File: src/rtl/uart_receiver.sv
// 8N1 UART receiver with a one-byte valid/ready output register.
// Mid-bit sampling from a falling start edge; reports framing errors and dropped bytes.
module uart_receiver #(
  parameter int unsigned CLOCK_FREQ = 125_000_000,
  parameter int unsigned BAUD_RATE  = 115_200
) (
  input  logic       clk,
  input  logic       reset,
  input  logic       serial_in,
  output logic [7:0] data_out,
  output logic       data_out_valid,
  input  logic       data_out_ready,
  output logic       framing_error,
  output logic       overrun
);

  localparam int unsigned SYMBOL_EDGE_TIME = CLOCK_FREQ / BAUD_RATE;
  localparam int unsigned SAMPLE_TIME      = SYMBOL_EDGE_TIME / 2;
  localparam int unsigned CW               = $clog2(SYMBOL_EDGE_TIME);
  localparam logic [CW-1:0] SAMPLE_LAST    = CW'(SAMPLE_TIME - 1);
  localparam logic [CW-1:0] SYMBOL_LAST    = CW'(SYMBOL_EDGE_TIME - 1);

  typedef enum logic [1:0] {StIdle, StStart, StData, StStop} state_e;

  state_e        r_state;
  logic          r_sync1;
  logic          r_rx_s;
  logic          r_rx_d;
  logic [CW-1:0] r_cnt;
  logic [2:0]    r_bit_idx;
  logic [7:0]    r_shift;
  logic [7:0]    r_data;
  logic          r_valid;
  logic          r_framing_error;
  logic          r_overrun;

  state_e        w_state_next;
  logic [CW-1:0] w_cnt_next;
  logic [2:0]    w_bit_idx_next;
  logic [7:0]    w_shift_next;
  logic          w_complete;
  logic          w_frame_err;
  logic [7:0]    w_data_next;
  logic          w_valid_next;
  logic          w_overrun_next;

  always_comb begin
    w_state_next   = r_state;
    w_cnt_next     = r_cnt + 1'b1;
    w_bit_idx_next = r_bit_idx;
    w_shift_next   = r_shift;
    w_complete     = 1'b0;
    w_frame_err    = 1'b0;
    unique case (r_state)
      StIdle: begin
        w_cnt_next = '0;
        // Edge-triggered so a line stuck low never restarts a frame.
        if (r_rx_d && !r_rx_s) w_state_next = StStart;
      end
      StStart: begin
        if (r_cnt == SAMPLE_LAST) begin
          w_cnt_next     = '0;
          w_bit_idx_next = '0;
          w_state_next   = r_rx_s ? StIdle : StData;
        end
      end
      StData: begin
        if (r_cnt == SYMBOL_LAST) begin
          w_cnt_next     = '0;
          w_shift_next   = {r_rx_s, r_shift[7:1]};
          w_bit_idx_next = r_bit_idx + 1'b1;
          if (r_bit_idx == 3'd7) w_state_next = StStop;
        end
      end
      StStop: begin
        if (r_cnt == SYMBOL_LAST) begin
          w_cnt_next   = '0;
          w_state_next = StIdle;
          w_complete   = r_rx_s;
          w_frame_err  = !r_rx_s;
        end
      end
      default: w_state_next = StIdle;
    endcase
  end

  always_comb begin
    w_data_next    = r_data;
    w_valid_next   = r_valid;
    w_overrun_next = 1'b0;
    if (w_complete) begin
      // A held byte wins over a new one unless it is being consumed this cycle.
      if (!r_valid || data_out_ready) begin
        w_data_next  = r_shift;
        w_valid_next = 1'b1;
      end else begin
        w_overrun_next = 1'b1;
      end
    end else if (r_valid && data_out_ready) begin
      w_valid_next = 1'b0;
    end
  end

  always_ff @(posedge clk) begin
    if (!reset) begin
      r_state         <= StIdle;
      r_sync1         <= 1'b1;
      r_rx_s          <= 1'b1;
      r_rx_d          <= 1'b1;
      r_cnt           <= '0;
      r_bit_idx       <= '0;
      r_shift         <= '0;
      r_data          <= '0;
      r_valid         <= 1'b0;
      r_framing_error <= 1'b0;
      r_overrun       <= 1'b0;
    end else begin
      r_state         <= w_state_next;
      r_sync1         <= serial_in;
      r_rx_s          <= r_sync1;
      r_rx_d          <= r_rx_s;
      r_cnt           <= w_cnt_next;
      r_bit_idx       <= w_bit_idx_next;
      r_shift         <= w_shift_next;
      r_data          <= w_data_next;
      r_valid         <= w_valid_next;
      r_framing_error <= w_frame_err;
      r_overrun       <= w_overrun_next;
    end
  end

  assign data_out       = r_data;
  assign data_out_valid = r_valid;
  assign framing_error  = r_framing_error;
  assign overrun        = r_overrun;

endmodule

File: config.mk
export PLATFORM = sky130hd
export DESIGN_NAME = uart_receiver
export DESIGN_NICKNAME = d
export VERILOG_FILES = /design/src/rtl/uart_receiver.sv
export SDC_FILE = /design/constraint.sdc
export NUM_CORES = 1
export LEC_CHECK = 0
export CAP_MARGIN = 20
export CORE_MARGIN = 1.5
export CORE_UTILIZATION = 50
export CTS_BUF_LIST = sky130_fd_sc_hd__clkbuf_16
export CTS_CLUSTER_DIAMETER = 200
export CTS_CLUSTER_SIZE = 24
export DETAILED_ROUTE_END_ITERATION = 6
export PLACE_DENSITY = 0.73
export SYNTH_ARGS = -nofsm -noshare
export SYNTH_HDL_FRONTEND = slang
export SYNTH_SLANG_ARGS = --single-unit
File: constraint.sdc
create_clock -name clk -period 1.45 [get_ports clk]
set_input_delay 0.29 -clock clk [delete_from_list [all_inputs] [get_ports clk]]
set_output_delay 0.29 -clock clk [all_outputs]
set_load 0.02 [all_outputs]
=== Word level (Yosys, flattened, before mapping) ===
Index checks and enable logic that the tools add are counted.

* Flip-flop bits (word level): 38
* Input port bits: 4
* Output and inout port bits: 11
* Word-level logic and storage cells: 60

* $add $sub $neg: 2
* Equal/unequal tests: 12
* Multiplexer cells: 19
* Reductions and logical operators: 16

{| class="wikitable"
|+ Operator list
! kind !! count
|-
| 11-bit one-hot mux with 3 select lines || 1
|-
| 11-bit 2-to-1 mux || 2
|-
| 2-bit 2-to-1 mux || 6
|-
| 11-bit by 1-bit adder with 11-bit output, second input constant || 1
|-
| 11-bit by 10-bit equality test with 1-bit output, second input constant || 1
|-
| 11-bit equality test, second input constant || 1
|-
| 2-bit inequality test, second input constant || 5
|-
| 2-bit one-hot mux with 4 select lines || 1
|-
| 2-bit AND reduction || 4
|-
| 1-bit 2-to-1 mux || 6
|-
| 3-bit 2-to-1 mux || 2
|-
| 3-bit one-hot mux with 2 select lines || 1
|-
| 3-bit AND reduction || 2
|-
| 5-bit AND reduction || 1
|-
| 2-bit equality test, second input constant || 2
|-
| 2-bit nonzero test || 2
|-
| 3-bit by 1-bit adder with 3-bit output, second input constant || 1
|-
| 3-bit equality test, second input constant || 1
|-
| 2-bit by 1-bit equality test with 1-bit output, second input constant || 1
|-
| 1-bit logical AND || 2
|-
| 1-bit logical NOT || 2
|-
| 2-bit logical NOT || 1
|-
| 2-bit by 1-bit inequality test with 1-bit output, second input constant || 1
|-
| 2-bit OR reduction || 1
|-
| 1-bit logical OR || 1
|}

=== Depth between registers and ports, before layout ===
Gate-level depths: netlist of the first run.

* Depth after elaboration: 5
* Depth in mapped cells: 7

=== Worst setup path before layout of the first run ===
OpenSTA, ideal clock, no wires.

* Path type: register to register
* From: register r_cnt[0]
* To: register r_shift[0]
* Arrival: 1341 ps
* Required time: 1332 ps
* Setup slack: -9 ps
* Cell stages (with the launch flop): 8
* Period minus slack after synthesis: 1459 ps
* Cells stage by stage: dfxtp_1 > inv_1 > ha_1 > and4b_1 > nand4_1 > buf_4 > mux2i_1 > nor2_1

* Cells in the longest elaborated chain, start to end: 2

{| class="wikitable"
|+ RTL lines
! item !! RTL line !! source
|-
| start: declaration || 29 || <nowiki>logic [CW-1:0] r_cnt;</nowiki>
|-
| start signal: assignment || 122 || <nowiki>r_cnt <= w_cnt_next;</nowiki>
|-
| 11-bit equality test || 68 || <nowiki>if (r_cnt == SYMBOL_LAST) begin</nowiki>
|-
| 2-bit AND reduction (no source line) || - ||
|-
| end signal: assignment || 124 || <nowiki>r_shift <= w_shift_next;</nowiki>
|-
| end: declaration || 31 || <nowiki>logic [7:0] r_shift;</nowiki>
|}

No other way between the ends.
A chain may end at the register's enable or synchronous reset.

=== Final worst setup path of the first run ===
* From: register r_cnt[0]
* To: register r_cnt[6]

* Cells in the longest elaborated chain, start to end: 3
* Elaborated cells on any way between the ends: 6
* Classes of those cells: 1 x add/sub; 2 x eq/ne; 3 x mux

{| class="wikitable"
|+ RTL lines
! item !! RTL line !! source
|-
| 11-bit by 1-bit adder with 11-bit output, or another cell as far along || 49 || <nowiki>w_cnt_next = r_cnt + 1'b1;</nowiki>
|-
| 11-bit 2-to-1 mux, on equally long branches || 68, 76, 61 ||
|-
| 11-bit one-hot mux with 3 select lines * || 54 || <nowiki>unique case (r_state)</nowiki>
|}

Mark *: on every way between the ends. The rest lies on a longest branch, timed or not.

==> results.yml, run 1 <==
logic_synthesis:
  yosysSeqAreaShare_pct: 46.9
  synth_area_um2: 1620
  synthCells: 171
  yosysWarnings: 0
  synth_seq_cells: 38
  syn_area_per_cell_um2: 9.49
  synth_cell_types: 34
  synth_nets: 180
cts:
  hold_buffers: 0
  clk_pin_slew_worst_paths_ps: 60
  cts.sinks: 38
  cts_made_buffers: 5
  cts_tree: "done"
  worstSkewPairLatency_ps: 280
  root_buffer: "clkbuf_16"
  clockBufferDepth: 2
  cts_max_level: 2
floorplanning:
  start_util_pct: 52.7
  ios: 15
  die_width_um: 60.0
  rows: 20
  core_area_um2: 3080
  dieArea_um2: 3600
  die_y_um: 60.0
final_layout:
  nets: 214
  drive_gt1_share_pct: 24.3
  diodes: 0
  postLayoutCellArea_um2: 2200
  area_delta_synth_final_pct: 35.9
  multiInputGateArea_um2: 872
  ff_latch_area_um2: 763
  fill_cells: 223
drt:
  vias: 1287
  totalWireLength_mm: 3.43
  vias_per_cell: 5.15
  antenna_left: 0
  drt-initial-drc-count: 50
  wire_per_inst_um: 13.7
  drc: 0
  firstDrtPassIters: 4
pwr:
  power.leakage_nw: 0.905
  p_sw_uw: 441
  seqPwrFrac_pct: 42.2
  ir_worst_vdd_uv: 649
  powerDensity_nw_per_um2: 1130
  p_sw_share_pct: 17.6
  p_clk_share_pct: 55.3
  p_int_mw: 2.06
  pwr-share-comb_pct: 2.5
placement:
  gp_congestion: 0.792
  preCtsSetupSlack_ps: -325
  place.port_buffers: 14
  postPlaceCellArea_um2: 1920
  dpl.hpwl_mm: 2.24
global_route:
  grt_first_pass_wirelength_mm: 5.49
  grt_max_degree: 16
  overflow: 0
  grt_antenna_before_repair: 0
  track_usage_pct: 20.8
  grt_pass1_vias: 1206
worst_setup_path:
  critPathTopFamily: "simple AND/OR/NAND/NOR gates"
  end_kind: "flip-flop"
  cp-start-kind: "flip-flop"
  path_cells: "buf_6 > ha_4 > and4bb_2 > nand3_2 > a31oi_4 > buf_4 > nor2_1"
  slowest_delay_ps: 340
  cp_slowest_cell: "dfxtp_2"
  critPathKind: "flip-flop to flip-flop"
  cp.arrival_ps: 1690
  crit_start: "r_cnt[0]"
  cp_max_fo: 6
  r2r_setup_slack_ps: -80
  critPathBufInv: 2
  critPathRequiredTime_ps: 1610
  reg2reg_from: "r_cnt[0]"
run:
  drv_cap: 0
timing:
  drv_slew: 0
  min_period_ps: 1530
  clock_skew_ps: 4.12
  fmax_mhz: 656
  worst_pin_slew_ps: 302
  min_period_over_period_pct: 105
  finalWorstSetupSlack_ps: -75.1
  hold_violations: 0
  max_slew_margin_pct: 79.8
  grt_setup_unrepaired: "yes"
  setup_violations: 24
min_path:
  min_path_type: "flip-flop to flip-flop"
  min-delay-start: "r_sync1"
status:
  status: "finished with violations"
  violations: "setup timing"
-- power groups by stage --
stage / logic (mW) / clock network, mW / registers (mW)
final: 0.0637 / 1.38 / 1.05
after global routing: 0.0700 / 1.44 / 1.05
after CTS: 0.0589 / 1.40 / 1.05
after detailed placement: 0.0563 / 0 / 1.08
after global placement: 0.0544 / 0 / 1.08
after floorplan: 0.0252 / 0 / 1.08
-- path summary, 6_finish.rpt --
kind,to,cells after the start
worst max register to register,r_cnt[6],7
worst max-delay path,r_cnt[6],7
worst min-delay path,r_rx_s,1
worst min register to register,r_rx_s,1
-- per-layer routing --
layer  up-vias  GRT usage [%]  routed length, µm
met5         -              0                  0
met4         0           8.89                 82
met3        10           7.36                172
met2        32           30.9               1580
met1       602           27.1               1590
li1        643              -                  -
-- repair_timing --
action / in CTS / in global routing
setup endpoints to repair: 41 / 31
gates cloned: 0 / 1
buffers inserted: 0 / 1
resized for setup: 26 / 10
pin swaps: 2 / 5
-- cells in the mapped netlist --
library cell	n	area, µm²
a211oi_2	1	12.5
a21oi_1	1	5.00
a22oi_1	1	7.51
a31oi_1	2	12.5
and2b_1	1	7.51
and2b_2	1	8.76
and3_1	3	18.8
and4b_1	1	10.0
and4bb_2	1	12.5
buf_2	1	5.00
buf_4	1	7.51
buf_6	2	22.5
clkbuf_1	4	15.0
clkinv_1	1	3.75
dfxtp_1	38	761
ha_1	5	62.6
inv_1	3	11.3
mux2_2	1	11.3
mux2i_1	18	180
nand2_1	25	93.8
nand2_4	1	11.3
nand2b_1	3	18.8
nand3_1	10	50.1
nand4_1	3	18.8
nor2_1	24	90.1
nor2b_1	2	12.5
nor3_1	3	15.0
nor3_4	1	16.3
nor4b_4	1	23.8
o21a_1	1	7.51
o21ai_0	1	5.00
o22ai_1	1	6.26
xnor2_1	5	43.8
xor2_1	4	35.0
-- cell families (layout without fill, tap and decap cells) --
family | count (synthesis) | after routing | synth area share, %
compound gates | 8 | 8 | 3.47
xor+xnor | 9 | 9 | 4.86
fa+ha+maj | 5 | 5 | 3.86
buf+inv | 12 | 47 | 4.01
flops | 38 | 38 | 46.9
mux | 19 | 19 | 11.8
simple gates | 80 | 80 | 25.1
-- layout make-up --
class / instances / share of cell area (%)
clock inverters: 3 / 2.89
well taps: 44 / 2.50
repair buffers: 35 / 14.0
flip-flops and latches: 38 / 34.6
inverters: 4 / 0.795
multi-input cells: 121 / 39.6
clock buffers: 5 / 5.68
-- cells in the final DEF, fill, tap and decap left out, drive strengths merged, types with 3 or more instances in the layout --
| cell type | instances |
|---|---|
| nor2 | 24 |
| xnor2 | 5 |
| mux2i | 18 |
| clkbuf | 5 |
| nor3 | 4 |
| inv | 3 |
| nand3 | 10 |
| xor2 | 4 |
| clkdlybuf4s50 | 3 |
| and3 | 3 |
| dfxtp | 38 |
| buf | 21 |
| ha | 5 |
| nand4 | 3 |
| dlygate4sd2 | 11 |
| nand2 | 26 |
| nand2b | 3 |
-- sequential cells by signal, summed over array words and instances, names as in the netlist, 3 cells and up, named ones only --
register and count:
r_cnt 11, data_out 8, r_shift 8, r_bit_idx 3
-- stage by stage --
step,instances,hold slack [ps],power [mW],utilization [%],setup TNS (ps)
detailed placement,240,401,1.13,62.5,-3450
floorplan,171,386,1.10,-,0
global placement,240,393,1.13,62.5,-2670
CTS,248,417,2.51,69.9,-521
finish,250,415,2.50,71.6,-768
global route,250,421,2.56,71.6,-2770
No activity file was read; power rests on OpenSTA's default activity.
==> run 2, diff against run 1 <==
--- a/config.mk
+++ b/config.mk
@@ -8,7 +8,7 @@
 export CAP_MARGIN = 20
 export CORE_MARGIN = 1.5
 export CORE_UTILIZATION = 50
-export CTS_BUF_LIST = sky130_fd_sc_hd__clkbuf_16
+export CTS_BUF_LIST = sky130_fd_sc_hd__clkbuf_4 sky130_fd_sc_hd__clkbuf_8 sky130_fd_sc_hd__clkbuf_16
 export CTS_CLUSTER_DIAMETER = 200
 export CTS_CLUSTER_SIZE = 24
 export DETAILED_ROUTE_END_ITERATION = 6
==> run 2 against run 1 <==
Against the previous run: the run still ends with setup timing left; sequential cell count did not move; cell count did not move; non-clock buffer count did not move; setup slack improved by 19 ps; critical path depth did not move; register-to-register slack improved by 20 ps; first-iteration DRC count rose by 34%; utilization fell by 3.8 points; maximum frequency rose by 1.2%; critical path type unchanged; highest routed layer unchanged.
==> results.yml, run 2 (synthesis results as in run 1) <==
drt:
  antenna_left: 0
  wire_per_inst_um: 12.7
  drc: 0
  drt-initial-drc-count: 67
  met1_length_mm: 1.58
  highest_layer: "met4"
  vias_per_cell: 5.02
  met2_length_mm: 1.41
  vias: 1254
  routed-wl-met3_um: 150
  totalWireLength_mm: 3.18
  firstDrtPassIters: 4
timing:
  min_period_over_period_pct: 104
  setup_violations: 20
  drv_slew: 0
  grt_setup_unrepaired: "yes"
  max_slew_margin_pct: 80.5
  finalWorstSetupSlack_ps: -56.5
  fmax_mhz: 664
  hold_violations: 0
  clock_skew_ps: 14.7
  min_period_ps: 1510
  worst_pin_slew_ps: 292
  fin_tns_setup_ps: -660
floorplanning:
  start_util_pct: 52.7
  core_area_um2: 3080
  die_width_um: 60.0
  dieArea_um2: 3600
  rows: 20
  ios: 15
  die_y_um: 60.0
global_route:
  overflow: 0
  track_usage_pct: 20.1
  grt_first_pass_wirelength_mm: 5.31
  grt_antenna_before_repair: 0
  grt_max_degree: 16
  grt_pass1_vias: 1194
cts:
  clockBufferDepth: 2
  cts_tree: "done"
  cts_made_buffers: 5
  cts_max_level: 2
  clk_pin_slew_worst_paths_ps: 120
  root_buffer: "clkbuf_4"
  cts.sinks: 38
  worstSkewPairLatency_ps: 350
worst_setup_path:
  critPathBufInv: 2
  slowest_delay_ps: 360
  cp_slowest_cell: "dfxtp_2"
  cp-start-kind: "flip-flop"
  critPathRequiredTime_ps: 1700
  end_kind: "flip-flop"
  path_cells: "buf_6 > ha_2 > and4bb_2 > nand3_1 > a31oi_2 > buf_4 > nor2_1"
  rr_worst_depth: 7
  cp_max_fo: 5
  critPathTopFamily: "simple AND/OR/NAND/NOR gates"
  cp.arrival_ps: 1750
  critPathKind: "flip-flop to flip-flop"
  cp.depth: 7
final_layout:
  nets: 214
  area_delta_synth_final_pct: 28.6
  layout_common_cells: "dfxtp_1, nand2_1, nor2_1"
  layout.cells.non_filler: 250
  fin_util_pct: 67.8
  drive_gt1_share_pct: 22.3
  fill_cells: 256
  diodes: 0
  regMostFlops: "r_cnt"
  largest_reg_flops: 11
  final_common_cell: "dfxtp_1"
placement:
  dp.cells: 240
  dpl.hpwl_mm: 2.24
  gp_congestion: 0.792
  place.port_buffers: 14
status:
  violations: "setup timing"
  status: "finished with violations"
pwr:
  power.leakage_nw: 0.871
  ir_worst_vdd_uv: 866
  powerDensity_nw_per_um2: 983
run:
  drv_cap: 0
min_path:
  min_path_type: "flip-flop to flip-flop"
  hold_depth: 1
run 2: final cells by class:
class | count | area, µm² | area share [%]
Sequential cell | 38 | 763 | 36.6
Tap cell | 44 | 55.1 | 2.64
Clock inverter | 2 | 60.1 | 2.88
Clock buffer | 6 | 51.3 | 2.46
Multi-Input combinational cell | 121 | 831 | 39.8
Inverter | 4 | 15.0 | 0.719
Timing Repair Buffer | 35 | 312 | 14.9
run 2: repair_timing:
item / CTS / global route
cloned: 0 / 1
pin swaps: 2 / 3
endpoints found under the setup margin: 43 / 31
gates resized for setup: 23 / 5
hold buffers: 0 / 0
setup buffers: 0 / 1
run 2: path summary, 6_finish.rpt:
path / startpoint / end / slack [ps]
hold reg to reg: r_sync1 / r_rx_s / 450
setup / recovery: r_cnt[0] / r_cnt[3] / -60
setup reg to reg: r_cnt[0] / r_cnt[3] / -60
hold / removal: r_sync1 / r_rx_s / 450
run 2: power by group:
group / internal (mW) / switching (mW)
logic: 0.0306 / 0.0314
registers: 1.05 / 0.00439
clock network: 0.584 / 0.351
run 2: through the flow:
step	setup WS, ps	area, µm²	power, mW	hold slack, ps
detailed placement	-325	1920	1.13	401
finish	-56.5	2090	2.05	445
global placement	-236	1920	1.13	393
floorplan	3.15	1620	1.10	386
global route	-134	2090	2.11	458
CTS	-65.7	2060	2.06	437
run 2: routing by layer:
layer / vias up / track usage (%)
met5: - / 0
li1: 638 / -
met2: 29 / 29.7
met3: 6 / 7.36
met4: 0 / 8.57
met1: 581 / 26.5
run 2: worst register-to-register path, delay by kind of cell, from the launching register on:
kind / cells / cell delay (ps)
buf+inv: 2 / 280
simple gates: 3 / 430
fa+ha+maj: 1 / 150
flops: 1 / 360
compound gates: 1 / 210
==> run 3, diff against run 2 <==
--- a/config.mk
+++ b/config.mk
@@ -8,7 +8,7 @@
 export CAP_MARGIN = 20
 export CORE_MARGIN = 1.5
 export CORE_UTILIZATION = 50
-export CTS_BUF_LIST = sky130_fd_sc_hd__clkbuf_4 sky130_fd_sc_hd__clkbuf_8 sky130_fd_sc_hd__clkbuf_16
+export CTS_BUF_LIST = sky130_fd_sc_hd__clkbuf_16
 export CTS_CLUSTER_DIAMETER = 200
 export CTS_CLUSTER_SIZE = 24
 export DETAILED_ROUTE_END_ITERATION = 6
==> constraint.sdc (replaced) <==
create_clock -name clk -period 1.45 [get_ports clk]
set_input_delay 0.29 -clock clk [delete_from_list [all_inputs] [get_ports clk]]
set_output_delay 0.29 -clock clk [all_outputs]
set_load 0.005 [all_outputs]
==> run 3 against run 2 <==
Against the previous run: the flow still finishes with violations (setup timing); non-clock buffer count unchanged; sequential cell count unchanged; sequential share of layout area down 2.0 points; wire length up 3.2%; via count up 2.2%; design area up 5.8%; global-route usage up 0.40 points; cell count unchanged; clock power up 47%; worst hold slack worse by 32 ps; utilization up 3.9 points; critical path type unchanged; largest cell class unchanged; highest routed layer unchanged.
==> results.yml, run 3 (synthesis results as in run 1) <==
global_route:
  grt_max_degree: 16
  grt_first_pass_wirelength_mm: 5.42
  track_usage_pct: 20.5
  grt_antenna_before_repair: 0
  overflow: 0
  grt_pass1_vias: 1207
final_layout:
  fin_util_pct: 71.7
  area_delta_synth_final_pct: 36.0
  largest_reg_flops: 11
  layout_common_cells: "dfxtp_1, nand2_1, nor2_1"
  diodes: 0
  postLayoutCellArea_um2: 2210
  regMostFlops: "r_cnt"
  fill_cells: 221
  drive_gt1_share_pct: 23.3
  nets: 214
  final_common_cell: "dfxtp_1"
drt:
  vias_per_cell: 5.13
  drt-initial-drc-count: 50
  drc: 0
  antenna_left: 0
  wire_per_inst_um: 13.1
  firstDrtPassIters: 4
  totalWireLength_mm: 3.28
  vias: 1282
cts:
  cts_max_level: 2
  clk_pin_slew_worst_paths_ps: 60
  root_buffer: "clkbuf_16"
  worstSkewPairLatency_ps: 280
  cts.sinks: 38
  cts_made_buffers: 5
  clockBufferDepth: 2
  cts_tree: "done"
floorplanning:
  core_area_um2: 3080
  ios: 15
  start_util_pct: 52.7
  die_y_um: 60.0
  rows: 20
  dieArea_um2: 3600
  die_width_um: 60.0
timing:
  hold_violations: 0
  finalWorstSetupSlack_ps: -55.8
  worst_pin_slew_ps: 311
  min_period_ps: 1510
  fmax_mhz: 664
  max_slew_margin_pct: 79.2
  min_period_over_period_pct: 104
  clock_skew_ps: 3.47
  grt_setup_unrepaired: "yes"
  setup_violations: 16
  drv_slew: 0
  fin_tns_setup_ps: -346
worst_setup_path:
  cp.arrival_ps: 1710
  r2r_setup_slack_ps: -60
  critPathBufInv: 1
  cp_max_fo: 3
  critPathTopFamily: "multiplexers"
  cp-start-kind: "flip-flop"
  slowest_delay_ps: 330
  cp_slowest_cell: "dfxtp_2"
  end_kind: "flip-flop"
  path_cells: "buf_6 > ha_2 > and4bb_2 > mux2_4 > nand4_1 > mux2i_1"
  critPathKind: "flip-flop to flip-flop"
  critPathRequiredTime_ps: 1650
status:
  violations: "setup timing"
  status: "finished with violations"
pwr:
  ir_worst_vdd_uv: 650
  powerDensity_nw_per_um2: 1130
  power.leakage_nw: 0.908
placement:
  postPlaceCellArea_um2: 1920
  gp_congestion: 0.792
  place.port_buffers: 14
  dpl.hpwl_mm: 2.24
run:
  drv_cap: 0
min_path:
  min_path_type: "flip-flop to flip-flop"
run 3: changes by cell type in the layout (fill, tap and decap cells not counted), moves of 3 or more:
cell             before  now
clkbuf_16             0    5
dlymetal6s2s_1        0    3
dlygate4sd2_1        11    0
clkbuf_4              5    0
clkdlybuf4s50_1       3   11
run 3: final cells by class:
type | count | area (µm²) | share of cell area (%)
clock buffer | 5 | 125 | 5.67
timing repair buffer | 35 | 337 | 15.2
multi-input combinational | 121 | 848 | 38.4
inverter | 4 | 15.0 | 0.680
clock inverter | 3 | 63.8 | 2.89
tap | 44 | 55.1 | 2.49
sequential | 38 | 763 | 34.6
run 3: metrics by stage:
step,cells,hold WS [ps],setup WS [ps],power [mW]
5_1_grt,250,420,-122,2.56
6_report,250,414,-55.8,2.50
3_3_place_gp,240,393,-236,1.13
2_1_floorplan,171,386,3.15,1.10
4_1_cts,248,417,-58.0,2.51
3_5_place_dp,240,401,-325,1.13
run 3: final timing paths:
check | cells past startpoint | from | to
max | 6 | r_cnt[0] | flip-flop
min | 1 | r_sync1 | r_rx_s
max reg2reg | 6 | r_cnt[0] | flip-flop
min reg2reg | 1 | r_sync1 | r_rx_s
run 3: per-layer routing:
layer / track usage (%) / vias up / routed length, µm
met5: 0 / - / 0
met3: 7.36 / 8 / 155
met1: 26.5 / 608 / 1550
met2: 30.9 / 26 / 1520
met4: 8.89 / 0 / 54
li1: - / 640 / -
run 3: power breakdown:
part	leakage (nW)	switching (mW)	internal, mW
sequential	0.308	0.00431	1.05
combinational	0.509	0.0321	0.0321
clock	0.0915	0.403	0.979
total	0.908	0.439	2.06
run 3: what timing repair did:
| action | in CTS | in global routing |
|---|---|---|
| pin swaps | 4 | 2 |
| gates cloned | 0 | 1 |
| setup endpoints to repair | 30 | 35 |
| gates resized for setup | 8 | 17 |
| hold buffers | 0 | 0 |
| setup buffers | 0 | 1 |
run 3: worst register-to-register path: stages, from the launching register on:
cell and delay (ps):
dfxtp_2 330, buf_6 110, ha_2 160, and4bb_2 240, mux2_4 270, nand4_1 130
mux2i_1 200
